--- config.mk ---
export PLATFORM = sky130hd
export DESIGN_NAME = ifu_fetch_ctrl
export DESIGN_NICKNAME = d
export VERILOG_FILES = /design/src/rtl/ifu_pkg.sv /design/src/rtl/ifu_fetch_queue.sv /design/src/rtl/ifu_fetch_ctrl.sv
export SDC_FILE = /design/constraint.sdc
export NUM_CORES = 1
export LEC_CHECK = 0
export ABC_AREA = 1
export BUFFER_PORTS_ARGS = -buffer_cell sky130_fd_sc_hd__buf_2
export CAP_MARGIN = 20
export CORE_AREA = 2 2 139 141
export CTS_BUF_LIST = sky130_fd_sc_hd__clkbuf_8 sky130_fd_sc_hd__clkbuf_16
export CTS_CLUSTER_DIAMETER = 150
export DETAILED_ROUTE_END_ITERATION = 10
export DIE_AREA = 0 0 141 143
export GPL_TIMING_DRIVEN = 0
export PLACE_DENSITY = 0.74
export SYNTH_ARGS = -nofsm -noshare
export SYNTH_HDL_FRONTEND = slang
export SYNTH_HIERARCHICAL = 1
export SYNTH_SLANG_ARGS = --single-unit
--- constraint.sdc ---
create_clock -name clk -period 4.7 [get_ports clk]
set_input_delay 0 -clock clk [delete_from_list [all_inputs] [get_ports clk]]
set_output_delay 0 -clock clk [all_outputs]
set_load 0.1 [all_outputs]
--- src/rtl/ifu_pkg.sv ---
// ifu_pkg: shared types and constants for the instruction fetch unit.
package ifu_pkg;

    localparam logic [31:0] IFU_RESET_PC = 32'h0000_3000;

    typedef enum logic [1:0] {IDLE, REQ, HOLD, DISCARD} fetch_state_t;

    typedef struct packed {
        logic [31:0] pc;
        logic [31:0] instr;
    } fetch_entry_t;

endpackage

--- src/rtl/ifu_fetch_queue.sv ---
// ifu_fetch_queue: circular FIFO of {pc, instr} entries with flush; head reads as zero when empty.
module ifu_fetch_queue
    import ifu_pkg::*;
#(
    parameter int DEPTH = 2,
    parameter int CW    = $clog2(DEPTH + 1)
) (
    input  logic          clk,
    input  logic          RESET,
    input  logic          push,
    input  logic          pop,
    input  logic          flush,
    input  fetch_entry_t  din,
    output logic [CW-1:0] count,
    output fetch_entry_t  head
);

    localparam int PW = (DEPTH > 1) ? $clog2(DEPTH) : 1;

    fetch_entry_t   mem_q [DEPTH];
    logic [PW-1:0]  rd_q, wr_q;
    logic [CW-1:0]  count_q;

    function automatic logic [PW-1:0] nxt(input logic [PW-1:0] p);
        return (p == PW'(DEPTH - 1)) ? '0 : p + 1'b1;
    endfunction

    // Pointer and occupancy bookkeeping; flush empties the queue outright.
    always_ff @(posedge clk or negedge RESET) begin
        if (!RESET) begin
            rd_q    <= '0;
            wr_q    <= '0;
            count_q <= '0;
        end else if (flush) begin
            rd_q    <= '0;
            wr_q    <= '0;
            count_q <= '0;
        end else begin
            if (push) wr_q <= nxt(wr_q);
            if (pop)  rd_q <= nxt(rd_q);
            count_q <= count_q + CW'(push) - CW'(pop);
        end
    end

    // Entry storage needs no reset: the head is masked while the queue is empty.
    always_ff @(posedge clk) begin
        if (push && !flush) mem_q[wr_q] <= din;
    end

    assign count = count_q;
    assign head  = (count_q != '0) ? mem_q[rd_q] : '0;

endmodule

--- src/rtl/ifu_fetch_ctrl.sv ---
// ifu_fetch_ctrl: fetch PC sequencing, ROM req/ack handshake, redirect handling and decode queue.
// Optional perf counters are built when FETCH_PERF_EN is defined.
module ifu_fetch_ctrl
    import ifu_pkg::*;
#(
    parameter logic [31:0] RESET_PC    = IFU_RESET_PC,
    parameter int          QUEUE_DEPTH = 2
) (
    input  logic        clk,
    input  logic        RESET,
    output logic        rom_req,
    output logic [31:0] rom_addr,
    input  logic        rom_ack,
    input  logic [31:0] rom_rdata,
    input  logic        redirect,
    input  logic [31:0] redirect_pc,
    output logic        id_valid,
    output logic [31:0] id_instr,
    output logic [31:0] id_pc,
    input  logic        id_ready
`ifdef FETCH_PERF_EN
    ,
    output logic [31:0] perf_fetch_cnt,
    output logic [31:0] perf_starve_cnt
`endif
);

    localparam int CW = $clog2(QUEUE_DEPTH + 1);

    fetch_state_t  state_q;
    logic [31:0]   fetch_pc_q;
    logic [31:0]   pend_pc_q;
    logic          rom_req_q;
    logic [31:0]   tgt_pc;
    logic          ack, push, pop, space_next;
    logic [CW-1:0] q_count;
    logic [CW:0]   cnt_after;
    fetch_entry_t  head;

    assign tgt_pc     = {redirect_pc[31:2], 2'b00};
    assign ack        = rom_req_q & rom_ack;
    assign push       = (state_q == REQ) & ack & ~redirect;
    assign pop        = id_valid & id_ready;
    assign cnt_after  = redirect ? '0 : {1'b0, q_count} + (CW+1)'(push) - (CW+1)'(pop);
    assign space_next = cnt_after < (CW+1)'(QUEUE_DEPTH);

    // Fetch FSM; a redirect that arrives mid-handshake is parked in pend_pc_q so the
    // ROM address stays stable until the outstanding request is acknowledged.
    always_ff @(posedge clk or negedge RESET) begin
        if (!RESET) begin
            state_q    <= IDLE;
            fetch_pc_q <= RESET_PC;
            pend_pc_q  <= RESET_PC;
            rom_req_q  <= 1'b0;
        end else begin
            case (state_q)
                IDLE: begin
                    if (redirect) fetch_pc_q <= tgt_pc;
                    state_q   <= REQ;
                    rom_req_q <= 1'b1;
                end
                REQ: begin
                    if (redirect) begin
                        if (ack) begin
                            fetch_pc_q <= tgt_pc;
                        end else begin
                            pend_pc_q <= tgt_pc;
                            state_q   <= DISCARD;
                        end
                    end else if (ack) begin
                        fetch_pc_q <= fetch_pc_q + 32'd4;
                        state_q    <= space_next ? REQ : HOLD;
                        rom_req_q  <= space_next;
                    end
                end
                HOLD: begin
                    if (redirect) fetch_pc_q <= tgt_pc;
                    if (redirect || space_next) begin
                        state_q   <= REQ;
                        rom_req_q <= 1'b1;
                    end
                end
                DISCARD: begin
                    if (ack) begin
                        fetch_pc_q <= redirect ? tgt_pc : pend_pc_q;
                        state_q    <= REQ;
                    end else if (redirect) begin
                        pend_pc_q <= tgt_pc;
                    end
                end
                default: begin
                    state_q   <= IDLE;
                    rom_req_q <= 1'b0;
                end
            endcase
        end
    end

    ifu_fetch_queue #(
        .DEPTH (QUEUE_DEPTH),
        .CW    (CW)
    ) u_queue (
        .clk   (clk),
        .RESET (RESET),
        .push  (push),
        .pop   (pop),
        .flush (redirect),
        .din   ('{pc: fetch_pc_q, instr: rom_rdata}),
        .count (q_count),
        .head  (head)
    );

    assign rom_req  = rom_req_q;
    assign rom_addr = fetch_pc_q;
    assign id_valid = q_count != '0;
    assign id_pc    = head.pc;
    assign id_instr = head.instr;

`ifdef FETCH_PERF_EN
    logic [31:0] perf_fetch_q, perf_starve_q;

    // Delivered-instruction and decode-starvation counters; redirects leave them alone.
    always_ff @(posedge clk or negedge RESET) begin
        if (!RESET) begin
            perf_fetch_q  <= '0;
            perf_starve_q <= '0;
        end else begin
            perf_fetch_q  <= perf_fetch_q + 32'(pop);
            perf_starve_q <= perf_starve_q + 32'(id_ready & ~id_valid);
        end
    end

    assign perf_fetch_cnt  = perf_fetch_q;
    assign perf_starve_cnt = perf_starve_q;
`endif

endmodule

# Word-level counts from Yosys, hierarchy flattened
# Memory sizes are Yosys's and may differ from the RTL's.
# Cells that the tools add are included.
# word_totals
ram_bits,128
register_bits,71
in_bits,69
out_inout_bits,98
memories,1
elab_cells,81
# op_classes
n_reduce_logical,14
magnitude_cmp,1
n_bitwise,5
eq_ne,13
addsub,7
muxes,33
# mem_list
name,words,word_bits,read_ports,rd_clocked_by_memory_dff,write_ports,line,text
u_queue.mem_q,2,64,1,0,1,ifu_fetch_queue.sv:20,fetch_entry_t mem_q [DEPTH];
# op_table
cell,count
two-way mux 32 bit,9
one-hot mux 32 bit (3 select lines),1
two-way mux 64 bit,1
one-hot mux 32 bit (2 select lines),1
"adder 32 x 3 -> 32 bit, second input constant",1
two-way mux 2 bit,7
"!= test 2 bit, second input constant",7
AND reduction 4 bit,3
two-way mux 1 bit,11
one-hot mux 2 bit (4 select lines),1
nonzero test 2 bit,4
"!= test 3 bit, second input constant",2
AND 1 bit,4
"equality test 2 bit, second input constant",2
adder 2 x 1 -> 3 bit,1
"< comparator 3 x 2 -> 1 bit, second input constant",1
two-way mux 3 bit,1
one-hot mux 1 bit (3 select lines),1
AND reduction 3 bit,1
nonzero test 3 bit,1
subtractor 3 x 1 -> 3 bit,1
"adder 1 bit, second input constant",2
adder 2 x 1 -> 2 bit,1
"equality test 2 x 1 -> 1 bit, second input constant",1
8 further kinds,8

# Depth between registers and ports, before layout
# logic_depth
depth_word,11
mapped_depth,14
mapped_depth_nobuf,14

# By module
# Netlist, hierarchy kept.
# modules_own_cells
mod,cells_each,n_inst,area_per_inst_um2,seq_area_each_um2
ifu_fetch_queue,368,1,4986.0,3943.8
ifu_fetch_ctrl,679,1,4573.1,1681.6

# Worst setup path after synthesis
# Ideal clock, no wire load.
# synth_path
path_kind,reg-to-reg
start,"reg rom_req_q, in the netlist rom_req"
end,mem u_queue/mem_q[0][0] in the netlist's numbering (enable)
slack_ns,0.038
setup_time_ns,0.487
stages_incl_launch_ff,5
synth_period_minus_slack_ns,4.662
arrival_time_ns,4.175
required_ns,4.213
n_path_buf,0
cell_sequence,dfrtp_1 > nand2_1 > nor2_1 > nand2_1 > nor2_1
# synth_between
elab_chain_cells,6
# synth_lines
item,line,text
"start, declared",ifu_fetch_ctrl.sv:33,logic rom_req_q;
"start signal, assigned",ifu_fetch_ctrl.sv:73,rom_req_q <= space_next;
AND 1 bit,ifu_fetch_ctrl.sv:41,assign ack = rom_req_q & rom_ack;
AND 1 bit (2 in a row),ifu_fetch_ctrl.sv:42,assign push = (state_q == REQ) & ack & ~redirect;
named net push,ifu_fetch_ctrl.sv:35,"logic ack, push, pop, space_next;"
logical AND 1 bit,ifu_fetch_queue.sv:47,if (push && !flush) mem_q[wr_q] <= din;
two-way mux 1 bit,ifu_fetch_queue.sv:47,
two-way mux 1 bit (implied by the code),ifu_fetch_queue.sv:47,
"end, declared",ifu_fetch_queue.sv:20,
# The timed path passes the listed nets, and every way through them passes these cells.

# Worst setup path in the final report
# layout_path
start,"reg u_queue.count_q[1], in the netlist u_queue/count[1]"
end,"reg rom_req_q, in the netlist rom_req"
# layout_between
elab_chain_cells,8
elab_cells_between_ends,12
classes_between,add/sub (2); order compare (1); eq/ne (1); mux (4); bitwise (1); reduce/logical (3)
# layout_lines
item,line,text
"start, declared",ifu_fetch_queue.sv:22,logic [CW-1:0] count_q;
"start signal, assigned",ifu_fetch_queue.sv:41,count_q <= count_q + CW'(push) - CW'(pop);
nonzero test 2 bit (*),ifu_fetch_ctrl.sv:115,assign id_valid = q_count != '0;
AND 1 bit (*),ifu_fetch_ctrl.sv:43,assign pop = id_valid & id_ready;
named net pop,ifu_fetch_ctrl.sv:35,
subtractor 3 x 1 -> 3 bit (*),ifu_fetch_ctrl.sv:44,"assign cnt_after = redirect ? '0 : {1'b0, q_count} + (CW+1)'(push) - (CW+1)'(pop);"
two-way mux 3 bit (*),ifu_fetch_ctrl.sv:44,
< comparator 3 x 2 -> 1 bit (*),ifu_fetch_ctrl.sv:45,assign space_next = cnt_after < (CW+1)'(QUEUE_DEPTH);
two-way mux 1 bit / logical OR 1 bit (equally long branches),"ifu_fetch_ctrl.sv:70, ifu_fetch_ctrl.sv:78",
two-way mux 1 bit / != test 2 bit (equally long branches),--,
one-hot mux 1 bit (3 select lines) / AND reduction 4 bit (equally long branches),--,
# Mark *: on every way through the listed nets, which the timed path passes. The rest lies on a longest branch. The select of a mux whose other input is x is not followed.
# A chain may end at the register's enable or synchronous reset.

==> qor_table.md <==
| Group | Parameter | Value |
|:---|:---|:---|
| synth | Unique cell type count in the Yosys netlist | 44 |
| detailed routing | First-pass iteration count of the detailed router | 5 |
| die | # IOs | 167 |
| critical path | CP max-delay cell | sky130_fd_sc_hd__dfrtp_1 |
| min path | Hold crit path type | in -> reg |
| place | Placer congestion estimate | 0.930 |
| sta | Slew Limit Headroom | 63.6% |
| synth | Flops & latches, synth | 199 |
| synth | Most used flip-flop cell after synthesis | sky130_fd_sc_hd__edfxtp_1 |
| synth | Post-synth EDFFs | 128 |
| clocking | Sinks on the clock net | 199 |
| synth | Netlist Area Pre-Place | 9560 µm² |
| critical path | CP Class | reg -> reg |
| detailed routing | Post-DRT Antenna Nets | 0 |
| critical path | Worst-path maximum fanout | 7 |
| clocking | Count of H-tree levels built during CTS | 4 |
| die | Core region area | 18600 µm² |
| detailed routing | Vias per Instance | 5.44 |
| detailed routing | Aggregate routed wire length | 26000 µm |
| place | Sum of net half-perimeters after detailed placement | 18300 µm |
| detailed routing | Total length of routed met3 wires | 2180 µm |
| critical path | Category of the worst setup path capture point | flop |
| synth | Post-synthesis cell count | 1047 |
| global route | Pin count of the biggest net entering global routing | 51 |
| sta | Max Clock Freq | 0.384 GHz |
| sta | Post-route worst hold slack | 0.287 ns |
| global route | Residual overflow from global routing | 0 |
| detailed routing | Highest routed metal layer | met4 |
| cells and area | Ant. Diodes | 0 |
| sta | Worst Max-Slew Pin Slew | 0.546 ns |
| sta | Final max-slew violation count | 0 |
| outcome | Outcome | finished, final reports clean |
| detailed routing | Wire length per cell | 16.8 µm |
| critical path | Startpoint type of the worst setup path | flop |
| die | Die ar. | 20200 µm² |
| cells and area | Non-Filler Instances | 1550 |
| critical path | Cell-by-cell listing of the critical path | o21a_1 -> ha_1 -> nor3_1 -> fa_1 -> a21oi_1 -> nand2_1 -> nand2_1 -> nor2_1 -> o22ai_1 -> nor2_1 -> a21oi_1 |
| pwr | Total power per unit cell area | 754 nW/µm² |
| sta | Final setup violation count | 0 |
| clocking | Clock transition at path regs | 0.08 ns |
| clocking | Clk_lat worst skew | 0.44 ns |
| clocking | Post-cts sizing count | 0 |
| cells and area | Filler cell count | 1494 |
| synth | Most frequent cell after synthesis | sky130_fd_sc_hd__nand2_1 |
| synth | Commonest cells post-synth | 332 x sky130_fd_sc_hd__nand2_1, 128 x sky130_fd_sc_hd__edfxtp_1, 103 x sky130_fd_sc_hd__a21oi_1, 102 x sky130_fd_sc_hd__nor2_1, 67 x sky130_fd_sc_hd__dfrtp_1 |
| clocking | Clock tree from TritonCTS | done |
| critical path | Delay of the slowest cell on the worst path | 0.47 ns |
| sta | RSZ-0062 raised after global routing | no |
| job | MaxCap Viol Count | 0 |
| pwr | Maximum vdd drop | 318 µV |
| synth | Fraction of registers with async set or reset after synthesis | 35.7% |
| place | Cell count after placement | 1450 |
| die | Number of standard-cell rows in the floorplan | 50 |
| cells and area | Synth-to-Final Area Change | 26.2% |
| synth | Synth warn | 6 |
| synth | Sequential cell area fraction in the yosys report | 58.8% |
| critical path | Signal arrival time at the worst endpoint | 2.97 ns |
| synth | Most area-consuming cells after synthesis | sky130_fd_sc_hd__edfxtp_1 40%, sky130_fd_sc_hd__dfrtp_1 18%, sky130_fd_sc_hd__nand2_1 13%, sky130_fd_sc_hd__a21oi_1 5.4%, sky130_fd_sc_hd__nor2_1 4.0% |
| synth | Synth top area share | 40.2% |
| clocking | Post-CTS Hold Buffers | 68 |
| detailed routing | Vias | 8436 |
| global route | GRT Util Overall | 25.4% |
| cells and area | Final core utilization | 64.9% |
| pwr | Leakage component of the power | 5.22 nW |
| die | Die width | 141 µm |
| cells and area | Post-layout nets | 1377 |
| sta | Period utilisation layout | 55.4% |
| place | Count of buffers from port buffering | 164 |
| sta | Final Hold Viols | 0 |
| global route | Antenna violations before repair | 0 |
| clocking | CTS max path bufs | 2 |
| detailed routing | Detailed-route DRC error count | 0 |
| sta | Time the final worst path needs with I/O delays and setup | 2.60 ns |
| clocking | Clock Root Buffer | sky130_fd_sc_hd__clkbuf_16 |
| detailed routing | Metal1 wirelength | 10900 µm |
| clocking | Post-CTS setup-driven buffer insertion count | 0 |
| sta | Clk_skew | 0.0153 ns |
| global route | Via count of the first global-routing pass | 7688 |
| die | Height of the die | 143 µm |
| synth | Net count after synthesis | 1121 |
| clocking | Inserted Clock Buffers | 17 |
| critical path | Data required time of the critical path | 5.07 ns |
| global route | Wire length of the first global-routing pass | 39700 µm |
| synth | Average cell area after synthesis | 9.13 µm² |
| die | Starting density of the core | 51.4% |
| detailed routing | Total met2 wirelength after detailed routing | 12400 µm |
| cells and area | Fraction of layout cells with a size suffix above 1 | 22.1% |
| synth | Cell type with the largest total area after synthesis | sky130_fd_sc_hd__edfxtp_1 |
| detailed routing | Initial DRC Count | 757 |
-- registers in the layout, indices dropped and copies added (netlist names) --
register,count
u_queue/mem_q,128
pend_pc_q,32
rom_addr,32
state_q,2
u_queue/count,2
rom_req,1
u_queue/rd_q,1
u_queue/wr_q,1
-- cell type report --
type / instances / area [µm²] / area share [%]
clock inverter: 15 / 158 / 1.31
inverter: 73 / 275 / 2.28
buffer: 48 / 295 / 2.45
clock buffer: 17 / 425 / 3.53
sequential: 199 / 5630 / 46.6
timing repair buffer: 237 / 1610 / 13.4
multi-input combinational: 727 / 3380 / 28.0
tap: 234 / 293 / 2.43
-- logic make-up after synthesis --
family / share of synthesized area, %
AO/OA/AOI/OAI: 12.9
AND/OR/NAND/NOR: 21.4
adder cells (fa/ha/maj): 0.733
flip-flops: 58.8
XOR/XNOR: 0.183
buffers and inverters: 5.97
-- through the flow --
stage / TNS (ns) / area (µm²) / worst slack, ns / total power [W]
finish: 0 / 12100 / 2.10 / 0.00909
global route: 0 / 12100 / 1.97 / 0.00951
CTS: 0 / 12100 / 2.11 / 0.00907
detailed placement: 0 / 10800 / 2.14 / 0.00758
global placement: -147.32 / 10700 / -1.16 / 0.00749
floorplan: 0 / 9560 / 0.0380 / 0.00651
-- per-layer routing --
layer  up-vias  global-route usage (%)
met1      3937                    34.1
li1       4037                       -
met2       427                    42.1
met4         0                    8.42
met3        35                    4.90
met5         -                       0
-- cell usage in the layout, fill, tap and decap left out, types with 7 or more instances in the layout --
| cell type | n |
|---|---|
| sky130_fd_sc_hd__buf_2 | 192 |
| sky130_fd_sc_hd__nor3_1 | 8 |
| sky130_fd_sc_hd__nor2_4 | 9 |
| sky130_fd_sc_hd__o221ai_1 | 7 |
| sky130_fd_sc_hd__nand3_1 | 23 |
| sky130_fd_sc_hd__clkbuf_16 | 17 |
| sky130_fd_sc_hd__o21ai_0 | 49 |
| sky130_fd_sc_hd__nor2_1 | 100 |
| sky130_fd_sc_hd__nand2_1 | 332 |
| sky130_fd_sc_hd__buf_4 | 8 |
| sky130_fd_sc_hd__buf_6 | 7 |
| sky130_fd_sc_hd__edfxtp_1 | 128 |
| sky130_fd_sc_hd__dlygate4sd3_1 | 68 |
| sky130_fd_sc_hd__inv_1 | 65 |
| sky130_fd_sc_hd__inv_2 | 8 |
| sky130_fd_sc_hd__a21oi_1 | 103 |
| sky130_fd_sc_hd__o21ai_1 | 24 |
| sky130_fd_sc_hd__dfrtp_1 | 67 |
| sky130_fd_sc_hd__nor2_2 | 8 |
| sky130_fd_sc_hd__a31oi_1 | 12 |
-- where the power goes --
part	total, W	switching, W	internal [W]	leakage (nW)
combinational	0.00494	0.00397	0.000974	2.93
sequential	0.00269	0.000399	0.00229	2.00
clock	0.00146	0.000706	0.000757	0.291
total	0.00909	0.00507	0.00402	5.22
-- final timing paths --
kind                                  start                   end  slack, ns  cells after the start
max                        u_queue/count[1]               rom_req       2.10                     11
min                           rom_rdata[26]  u_queue/mem_q[1][26]       0.29                      2
max reg2reg                u_queue/count[1]               rom_req       2.10                     11
min reg2reg                    pend_pc_q[1]          pend_pc_q[1]       0.50                      2
max in group asynchronous             RESET         pend_pc_q[11]       3.07                      4
min in group asynchronous             RESET         pend_pc_q[18]       0.48                      3
-- critical path, delay by kind of cell (launching register included) --
family                   cells  cell delay [ns]
AO/OA/AOI/OAI                4             0.74
flip-flops                   1             0.47
AND/OR/NAND/NOR              5             0.56
adder cells (fa/ha/maj)      2             0.77
(Power assumes the default switching activity.)
